--- config.mk ---
export PLATFORM = sky130hd
export DESIGN_NAME = mole_spawner
export DESIGN_NICKNAME = d
export VERILOG_FILES = /design/src/rtl/whac_pkg.sv /design/src/rtl/mole_slot.sv /design/src/rtl/mole_spawner.sv
export SDC_FILE = /design/constraint.sdc
export NUM_CORES = 2
export LEC_CHECK = 0
export BUFFER_PORTS_ARGS = -buffer_cell sky130_fd_sc_hd__buf_4
export CORE_AREA = 4 4 237 239
export CTS_BUF_LIST = sky130_fd_sc_hd__clkbuf_4 sky130_fd_sc_hd__clkbuf_8
export DETAILED_ROUTE_END_ITERATION = 7
export DIE_AREA = 0 0 241 243
export PLACE_DENSITY = 0.76
export SETUP_SLACK_MARGIN = 0.05
export SYNTH_ARGS = -nofsm -noshare
export SYNTH_HDL_FRONTEND = slang
export SYNTH_SLANG_ARGS = --single-unit
export TNS_END_PERCENT = 5
--- constraint.sdc ---
create_clock -name clk -period 17.5 [get_ports clk]
set_input_delay 0.875 -clock clk [delete_from_list [all_inputs] [get_ports clk]]
set_output_delay 0.875 -clock clk [all_outputs]
set_load 0.02 [all_outputs]
--- src/rtl/whac_pkg.sv ---
// Shared Whac-A-Mole constants used by rng, mole_spawner and the scorer.
package whac_pkg;

    localparam int unsigned NUM_HOLES         = 18;
    localparam int unsigned IDX_W             = $clog2(NUM_HOLES);
    localparam int unsigned CLK_HZ            = 50_000_000;
    localparam int unsigned SPAWN_PERIOD_DEF  = CLK_HZ / 2;
    localparam int unsigned MOLE_LIFETIME_DEF = CLK_HZ;
    localparam int unsigned MAX_ACTIVE_DEF    = 3;

    // Spawner control states
    localparam logic [0:0] ST_PAUSED = 1'b0;
    localparam logic [0:0] ST_RUN    = 1'b1;

endpackage

--- src/rtl/mole_slot.sv ---
// One hole: occupied flag plus a lifetime timer that counts down while the game runs.
module mole_slot #(
    parameter int unsigned MOLE_LIFETIME = whac_pkg::MOLE_LIFETIME_DEF,
    parameter int unsigned TIMER_W       = $clog2(MOLE_LIFETIME + 1)
) (
    input  logic clk,
    input  logic rst_n,
    input  logic load,
    input  logic whack_hit,
    input  logic tick_en,
    input  logic clear,
    output logic up,
    output logic expire
);

    logic               up_q, up_d;
    logic [TIMER_W-1:0] timer_q, timer_d;

    // A whack landing on the final cycle takes precedence over the expiry.
    assign expire = up_q & tick_en & ~whack_hit & ~clear & (timer_q == TIMER_W'(1));
    assign up     = up_q;

    always_comb begin
        up_d    = up_q;
        timer_d = timer_q;
        if (clear) begin
            up_d    = 1'b0;
            timer_d = '0;
        end else if (load) begin
            up_d    = 1'b1;
            timer_d = TIMER_W'(MOLE_LIFETIME);
        end else if (whack_hit) begin
            up_d    = 1'b0;
            timer_d = '0;
        end else if (up_q && tick_en) begin
            timer_d = timer_q - TIMER_W'(1);
            if (timer_q == TIMER_W'(1)) begin
                up_d = 1'b0;
            end
        end
    end

    always_ff @(posedge clk or negedge rst_n) begin
        if (!rst_n) begin
            up_q    <= 1'b0;
            timer_q <= '0;
        end else begin
            up_q    <= up_d;
            timer_q <= timer_d;
        end
    end

endmodule

--- src/rtl/mole_spawner.sv ---
// Turns rng hole indices into timed mole appearances and resolves whacks into
// hit/miss strobes for the scorer.
module mole_spawner
    import whac_pkg::*;
#(
    parameter int unsigned NUM_HOLES     = whac_pkg::NUM_HOLES,
    parameter int unsigned IDX_W         = $clog2(NUM_HOLES),
    parameter int unsigned SPAWN_PERIOD  = SPAWN_PERIOD_DEF,
    parameter int unsigned MOLE_LIFETIME = MOLE_LIFETIME_DEF,
    parameter int unsigned MAX_ACTIVE    = MAX_ACTIVE_DEF
) (
    input  logic                           clk,
    input  logic                           rst_n,
    input  logic                           enable,
    input  logic                           clear,
    input  logic [IDX_W-1:0]               random_value,
    input  logic                           whack_valid,
    input  logic [IDX_W-1:0]               whack_idx,
    output logic [NUM_HOLES-1:0]           mole_mask,
    output logic [$clog2(NUM_HOLES+1)-1:0] active_count,
    output logic                           hit_pulse,
    output logic                           miss_pulse
);

    localparam int unsigned ACNT_W = $clog2(NUM_HOLES + 1);
    localparam int unsigned CNT_W  = $clog2(SPAWN_PERIOD);

    logic [0:0]           state;
    logic                 run;
    logic [CNT_W-1:0]     spawn_cnt_q, spawn_cnt_d;
    logic                 spawn_tick;
    logic                 spawn_ok;
    logic [NUM_HOLES-1:0] up_vec, load_vec, hit_vec, expire_vec, mask_next;
    logic [ACNT_W-1:0]    count_q, count_d;
    logic                 hit_q, hit_d;
    logic                 miss_q, miss_d;

    // The mode follows enable directly so a resume takes effect in the same cycle.
    assign state = enable ? ST_RUN : ST_PAUSED;
    assign run   = (state == ST_RUN);

    assign spawn_tick = run && (spawn_cnt_q == CNT_W'(SPAWN_PERIOD - 1));
    assign spawn_ok   = spawn_tick && (32'(random_value) < NUM_HOLES)
                        && (count_q < ACNT_W'(MAX_ACTIVE));

    always_comb begin
        load_vec = '0;
        hit_vec  = '0;
        for (int i = 0; i < NUM_HOLES; i++) begin
            load_vec[i] = spawn_ok && (random_value == IDX_W'(i)) && !up_vec[i];
            hit_vec[i]  = run && whack_valid && (whack_idx == IDX_W'(i)) && up_vec[i];
        end
    end

    for (genvar g = 0; g < NUM_HOLES; g++) begin : g_slot
        mole_slot #(
            .MOLE_LIFETIME(MOLE_LIFETIME)
        ) u_slot (
            .clk      (clk),
            .rst_n    (rst_n),
            .load     (load_vec[g]),
            .whack_hit(hit_vec[g]),
            .tick_en  (run),
            .clear    (clear),
            .up       (up_vec[g]),
            .expire   (expire_vec[g])
        );
    end

    always_comb begin
        spawn_cnt_d = spawn_cnt_q;
        if (clear) begin
            spawn_cnt_d = '0;
        end else if (run) begin
            spawn_cnt_d = spawn_tick ? '0 : spawn_cnt_q + CNT_W'(1);
        end
    end

    // Registered popcount tracks the mask the slots will hold after this edge.
    always_comb begin
        mask_next = clear ? '0 : ((up_vec | load_vec) & ~hit_vec & ~expire_vec);
        count_d   = '0;
        for (int i = 0; i < NUM_HOLES; i++) begin
            count_d = count_d + ACNT_W'(mask_next[i]);
        end
    end

    assign hit_d  = !clear && (|hit_vec);
    assign miss_d = !clear && (|expire_vec);

    always_ff @(posedge clk or negedge rst_n) begin
        if (!rst_n) begin
            spawn_cnt_q <= '0;
            count_q     <= '0;
            hit_q       <= 1'b0;
            miss_q      <= 1'b0;
        end else begin
            spawn_cnt_q <= spawn_cnt_d;
            count_q     <= count_d;
            hit_q       <= hit_d;
            miss_q      <= miss_d;
        end
    end

    assign mole_mask    = up_vec;
    assign active_count = count_q;
    assign hit_pulse    = hit_q;
    assign miss_pulse   = miss_q;

endmodule

# ---- Word level (Yosys, flattened, before mapping)
# Cells that the tools add are included.
dict set report word_totals {
  ff_bits 518
  in_bits 15
  output_inout_bits 25
  elab_cells 568
}
dict set report op_classes {
  add_sub_neg 36
  magnitude_cmp 2
  eq_ne 53
  n_mux 167
  bitwise_logic 96
  reduce_logical 174
}
# op n
set op_table {}
lappend op_table {{two-way mux 26 bit} 72}
lappend op_table {{equality test 26 x 1 -> 1 bit (second input constant)} 18}
lappend op_table {{subtractor 26 x 1 -> 26 bit (second input constant)} 18}
lappend op_table {{nonzero test 4 bit} 36}
lappend op_table {{logical AND 1 bit} 96}
lappend op_table {{two-way mux 1 bit} 91}
lappend op_table {{equality test 5 x 4 -> 1 bit (second input constant)} 16}
lappend op_table {{two-way mux 25 bit} 3}
lappend op_table {{AND 1 bit} 72}
lappend op_table {{adder 5 x 1 -> 5 bit} 13}
lappend op_table {{equality test 5 x 3 -> 1 bit (second input constant)} 8}
lappend op_table {{AND 18 bit} 2}
lappend op_table {{inverter 18 bit} 2}
lappend op_table {{AND reduction 2 bit} 18}
lappend op_table {{OR reduction 18 bit} 2}
lappend op_table {{adder 25 x 1 -> 25 bit (second input constant)} 1}
lappend op_table {{equality test 25 bit (second input constant)} 1}
lappend op_table {{equality test 5 x 2 -> 1 bit (second input constant)} 4}
lappend op_table {{equality test 5 bit (second input constant)} 4}
lappend op_table {{logical NOT 1 bit} 19}
lappend op_table {{inverter 1 bit} 19}
lappend op_table {{two-way mux 18 bit} 1}
lappend op_table {{bitwise OR 18 bit} 1}
lappend op_table {{equality test 5 x 1 -> 1 bit (second input constant)} 2}
lappend op_table {{8 further kinds} 9}

# ---- Logic depth before layout (Yosys ltp)
dict set report logic_depth {
  ltp_word 28
  mapped_depth 21
  depth_no_buf 19
}

# ---- Cells and area by module
# A second synthesis with hierarchy kept.
dict set report hier_totals {
  cells_unflattened 3430
  area_unflattened_um2 30874.6
}
# module n_inst cells_each area_each_um2 seq_area_each_um2
set by_module_without_submodules {}
lappend by_module_without_submodules {{mole_slot (g_slot[0].u_slot ...)} 10 171 1546.5 675.6}
lappend by_module_without_submodules {{mole_slot (g_slot[10].u_slot ...)} 8 171 1561.5 675.6}
lappend by_module_without_submodules {mole_spawner 1 352 2917.8 800.8}

# ---- Worst setup path after synthesis
# No wires, ideal clock.
dict set report synth_path {
  path_kind {input port to flip-flop}
  from {input random_value[1]}
  to {register count_q[4], in the netlist active_count[4]}
  setup_ns 0.078
  t_arrival_ns 5.957
  required_time_ns 17.422
  setup_slack_ns 11.465
  cell_stages 20
  n_path_buf 2
  cell_sequence {clkbuf_1 o31a_1 nor2_1 nand4_1 or4_1 clkbuf_1 a211oi_1 fa_1 fa_1 inv_1 fa_1 fa_1 inv_1 fa_1 ha_1 inv_1 fa_1 inv_1 a21oi_1 o21bai_1}
}
dict set report synth_via {
  elab_chain_cells 26
  word_cells_on_any_way 78
  cone_classes {add/sub: 17; order compare: 1; eq/ne: 17; mux: 1; bitwise: 3; reduce/logical: 39}
}
# element line_no
set synth_lines {}
lappend synth_lines {{start, declared} mole_spawner.sv:16} ;# input logic [IDX_W-1:0] random_value,
lappend synth_lines {{less-than comparator 5 bit} mole_spawner.sv:43} ;# assign spawn_ok = spawn_tick && (32'(random_value) < NUM_HOLES)
lappend synth_lines {{logical AND 1 bit} mole_spawner.sv:43}
lappend synth_lines {{logical AND 1 bit} mole_spawner.sv:44} ;# && (count_q < ACNT_W'(MAX_ACTIVE));
lappend synth_lines {{logical AND 1 bit (2 in series)} mole_spawner.sv:50} ;# load_vec[i] = spawn_ok && (random_value == IDX_W'(i)) && !up_vec[i];
lappend synth_lines {{bitwise OR 18 bit (*)} mole_spawner.sv:81} ;# mask_next = clear ? '0 : ((up_vec | load_vec) & ~hit_vec & ~expire_vec);
lappend synth_lines {{AND 18 bit (*) (2 in series)} mole_spawner.sv:81}
lappend synth_lines {{two-way mux 18 bit (*)} mole_spawner.sv:81}
lappend synth_lines {{adder 1 x 1 -> 2 bit} mole_spawner.sv:84} ;# count_d = count_d + ACNT_W'(mask_next[i]);
lappend synth_lines {{adder 2 x 1 -> 3 bit} mole_spawner.sv:84}
lappend synth_lines {{adder 3 x 1 -> 4 bit} mole_spawner.sv:84}
lappend synth_lines {{adder 4 x 1 -> 5 bit} mole_spawner.sv:84}
lappend synth_lines {{adder 5 x 1 -> 5 bit (12 in series)} mole_spawner.sv:84}
lappend synth_lines {{adder 5 x 1 -> 5 bit (*)} mole_spawner.sv:84}
lappend synth_lines {{named net count_d[4]} mole_spawner.sv:34} ;# logic [ACNT_W-1:0] count_q, count_d;
lappend synth_lines {{end signal, assigned} mole_spawner.sv:99} ;# count_q <= count_d;
lappend synth_lines {{end, declared} mole_spawner.sv:34}
# The timed path passes the listed nets; every way through them passes the cells marked *.
# A chain may end at the register's enable or synchronous reset.

# ---- Worst setup path after layout
dict set report layout_path {
  from {register count_q[0], in the netlist active_count[0]}
  to {register count_q[4], in the netlist active_count[4]}
}
dict set report layout_via {
  elab_chain_cells 25
  word_cells_on_any_way 59
  cone_classes {add/sub: 17; order compare: 1; mux: 1; bitwise: 3; reduce/logical: 37}
}
# element line_no
set layout_lines {}
lappend layout_lines {{less-than comparator 5 x 2 -> 1 bit (*)} mole_spawner.sv:44}
lappend layout_lines {{logical AND 1 bit (*)} mole_spawner.sv:44}
lappend layout_lines {{logical AND 1 bit (2 in series)} mole_spawner.sv:50}
lappend layout_lines {{bitwise OR 18 bit (*)} mole_spawner.sv:81}
lappend layout_lines {{AND 18 bit (*) (2 in series)} mole_spawner.sv:81}
lappend layout_lines {{two-way mux 18 bit (*)} mole_spawner.sv:81}
lappend layout_lines {{adder 1 x 1 -> 2 bit} mole_spawner.sv:84}
lappend layout_lines {{adder 2 x 1 -> 3 bit} mole_spawner.sv:84}
lappend layout_lines {{adder 3 x 1 -> 4 bit} mole_spawner.sv:84}
lappend layout_lines {{adder 4 x 1 -> 5 bit} mole_spawner.sv:84}
lappend layout_lines {{adder 5 x 1 -> 5 bit (12 in series)} mole_spawner.sv:84}
lappend layout_lines {{adder 5 x 1 -> 5 bit (*)} mole_spawner.sv:84}
lappend layout_lines {{named net count_d[4]} mole_spawner.sv:34}
# Marked as above.

==> flow_metrics.env <==
export IMPL_setup_viol=0
export IMPL_relSlewSlack_pct=12.1
export IMPL_core_sq_um=53800
export IMPL_synth_area_leader_cell="dfrtp_1"
export IMPL_yosys_warnings=0
export IMPL_grt_max_degree=128
export IMPL_maxUsedRoutingLayer="met5"
export IMPL_syn_area_sq_um=29400
export IMPL_synth_ff_type="dfrtp_1"
export IMPL_row_count=85
export IMPL_post_cts_setup_buffers=0
export IMPL_first_pass_iters=6
export IMPL_r2r_cells=18
export IMPL_synth_edf_count=0
export IMPL_seq_area_frac_synth_pct=44.0
export IMPL_cap_violations=0
export IMPL_met3_length_mm=6.60
export IMPL_p_total_uw=2710
export IMPL_wl_met2_mm=36.5
export IMPL_fin_nets=3394
export IMPL_status="finished clean"
export IMPL_die_area_sq_um=58600
export IMPL_root_buffer="clkbuf_8"
export IMPL_synthTopCellsByCount="dfrtp_1 (518), nor2_1 (442), nand2_1 (272)"
export IMPL_total_leakage_power_uw=0.0145
export IMPL_viasPerCell=6.35
export IMPL_synth_top_cell_area_share_pct=44.0
export IMPL_drive_gt1_share_pct=8.31
export IMPL_met1_length_mm=33.3
export IMPL_grt_pass1_wl_mm=130
export IMPL_overflow=0
export IMPL_hpwl_mm=55.5
export IMPL_cts_sinks=518
export IMPL_endpoint_kind="flop"
export IMPL_slew_violations=0
export IMPL_synth_cell_types=85
export IMPL_antenna_found_initial=8
export IMPL_drtAntennaViolNets=0
export IMPL_cts_buffers=90
export IMPL_holdCritPathClass="input port to asynchronous set/reset pin"
export IMPL_ioPinCount=40
export IMPL_wl_per_cell_um=19.5
export IMPL_cp_start_kind="flop"
export IMPL_clk_transition_reported_paths_ns=0.06
export IMPL_cts_tree="yes"
export IMPL_critPathRequiredTime_ns=18.12
export IMPL_critPathKind="flop to flop"
export IMPL_ir_drop_v=0.0000536
export IMPL_syn_nets=3391
export IMPL_insertion_delay_ns=0.70
export IMPL_die_y_um=243
export IMPL_area_growth_pct=9.06
export IMPL_post_route_min_period_ns=6.97
export IMPL_hold_violations=0
export IMPL_min_period_over_period_pct=39.8
export IMPL_initial_core_util_pct=54.7
export IMPL_syn_avg_cell_area_sq_um=8.87
export IMPL_num_vias=26000
export IMPL_tns_ns=0
export IMPL_async_flop_share_pct=100
export IMPL_rsz0062_at_grt="no"
export IMPL_gr_usage_all_layers_pct=26.7
export IMPL_synth_most_common_cell="dfrtp_1"
export IMPL_drt_first_iter_violations=2306
export IMPL_die_x_um=241
export IMPL_synth_seq_cells=518
export IMPL_cts_resized=0
export IMPL_place_congestion=0.945
export IMPL_powerDensity_nw_per_um2=84.3
export IMPL_grt_pass1_vias=25300
export IMPL_post_route_drc_count=0
export IMPL_syn_inst=3319
export IMPL_fin_worst_skew_ns=0.0368
export IMPL_port_buffers=39
export IMPL_htreeDepth=3
export IMPL_worstPathMaxFanout=14
export IMPL_arrival_ns=7.59
export IMPL_worstMarginPinSlew_ns=1.31
export IMPL_wl_mm=79.6
export IMPL_postCtsHoldBufs=0
export IMPL_clockBufferDepth=3
export IMPL_synth_area_top_cells="dfrtp_1 (44%), nor2_1 (5.6%), xnor2_1 (4.9%)"
export IMPL_clock_fmax_mhz=143
-- cell usage in the layout (no fill, tap or decap), drive strengths merged, types with 9 or more instances in the layout --
cell type  netlist  routed
nand4           77      77
nand3b          17      17
o21a            12      12
inv             75      79
nand2          273     273
nand4b          21      21
nor2           442     442
clkbuf         106     135
nand3          138     138
or3             82      82
and4            12      12
buf             41      58
o31ai           11      11
a21o            10      10
and3            24      24
xor2           138     138
ha              45      45
or4             55      55
nor4           155     155
nand2b          31      31
dfrtp          518     518
o311ai          27      27
a211oi          27      27
o21ai          191     191
o41ai            9       9
nor4b            9       9
o31a            14      14
nor2b           11      11
a31oi           32      32
nor3b           15      15
or2             31      31
a21oi          168     168
clkinv           0      17
and2            36      36
nor3           177     177
o211ai          28      28
xnor2          166     166
fa              12      12
-- state kept, by name (all words and copies together) (netlist names) --
signal                 flops
g_slot.u_slot.timer_q    468
active_count               5
miss_pulse                 1
hit_pulse                  1
spawn_cnt_q               25
g_slot.u_slot.up          18
-- power by group --
group / internal [uW] / switching [uW] / leakage (uW)
Sequential: 1220 / 25.5 / 0.00719
Clock: 697 / 518 / 0.00106
Combinational: 77.7 / 166 / 0.00629
-- layout make-up --
type	instances	area [sq um]
antenna	4	10.0
clock buffer	135	1700
clock inverter	28	294
fill	4569	21700
inverter	75	282
multi-input combinational	2579	15600
sequential	518	13000
tap	696	871
timing repair buffer	58	443
-- kinds of logic (layout without fill, tap and decap cells) --
group / after synthesis / in the layout / share of synthesized area (%)
compound gates: 591 / 591 / 12.5
mux: 2 / 2 / 0.0722
simple gates: 1625 / 1625 / 28.5
xor+xnor: 304 / 304 / 9.04
flops: 518 / 518 / 44.0
fa+ha+maj: 57 / 57 / 2.73
other cells: 0 / 4 / 0
buf+inv: 222 / 296 / 3.16
-- routing by layer --
layer,vias up,global-route usage (%)
met4,10,11.1
li1,12000,-
met1,12700,35.7
met5,-,0
met2,1038,41.7
met3,229,6.77
-- through the flow --
| stage | cell area (sq um) | util (%) | cells | worst slack [ns] | hold WS [ns] |
|---|---|---|---|---|---|
| final | 32100 | 59.7 | 4093 | 10.53 | 0.317 |
| after global routing | 32100 | 59.7 | 4092 | 10.29 | 0.377 |
| after global placement | 30100 | 56.0 | 3926 | 10.30 | 0.469 |
| after CTS | 32100 | 59.7 | 4089 | 10.68 | 0.319 |
| after detailed placement | 30100 | 56.0 | 3926 | 10.09 | 0.501 |
| after floorplan | 29400 | - | 3319 | 11.47 | 0.440 |
-- critical path, cell delays in order, from the launching register on --
cell and delay, ns:
dfrtp_1 0.43, a2111oi_4 0.57, nand2_2 0.20, nor4_1 0.78, nand4b_1 0.77, a211oi_1 0.49
inv_1 0.12, fa_1 0.53, fa_1 0.56, fa_1 0.43, fa_1 0.50, inv_1 0.05
fa_1 0.49, ha_1 0.19, inv_1 0.07, fa_1 0.47, inv_1 0.07, a21oi_1 0.05
o21bai_1 0.11
-- path summary, 6_finish.rpt --
check                                              from                             to  slack (ns)
hold reg to reg            g_slot[2].u_slot.timer_q[23]   g_slot[2].u_slot.timer_q[23]        0.52
min in group clk           g_slot[2].u_slot.timer_q[23]   g_slot[2].u_slot.timer_q[23]        0.52
max in group asynchronous                         rst_n                spawn_cnt_q[12]       14.90
setup / recovery                        active_count[0]                active_count[4]       10.53
hold / removal                                    rst_n  g_slot[16].u_slot.timer_q[11]        0.32
setup reg to reg                        active_count[0]                active_count[4]       10.53
No activity file was read; power rests on OpenSTA's default activity.
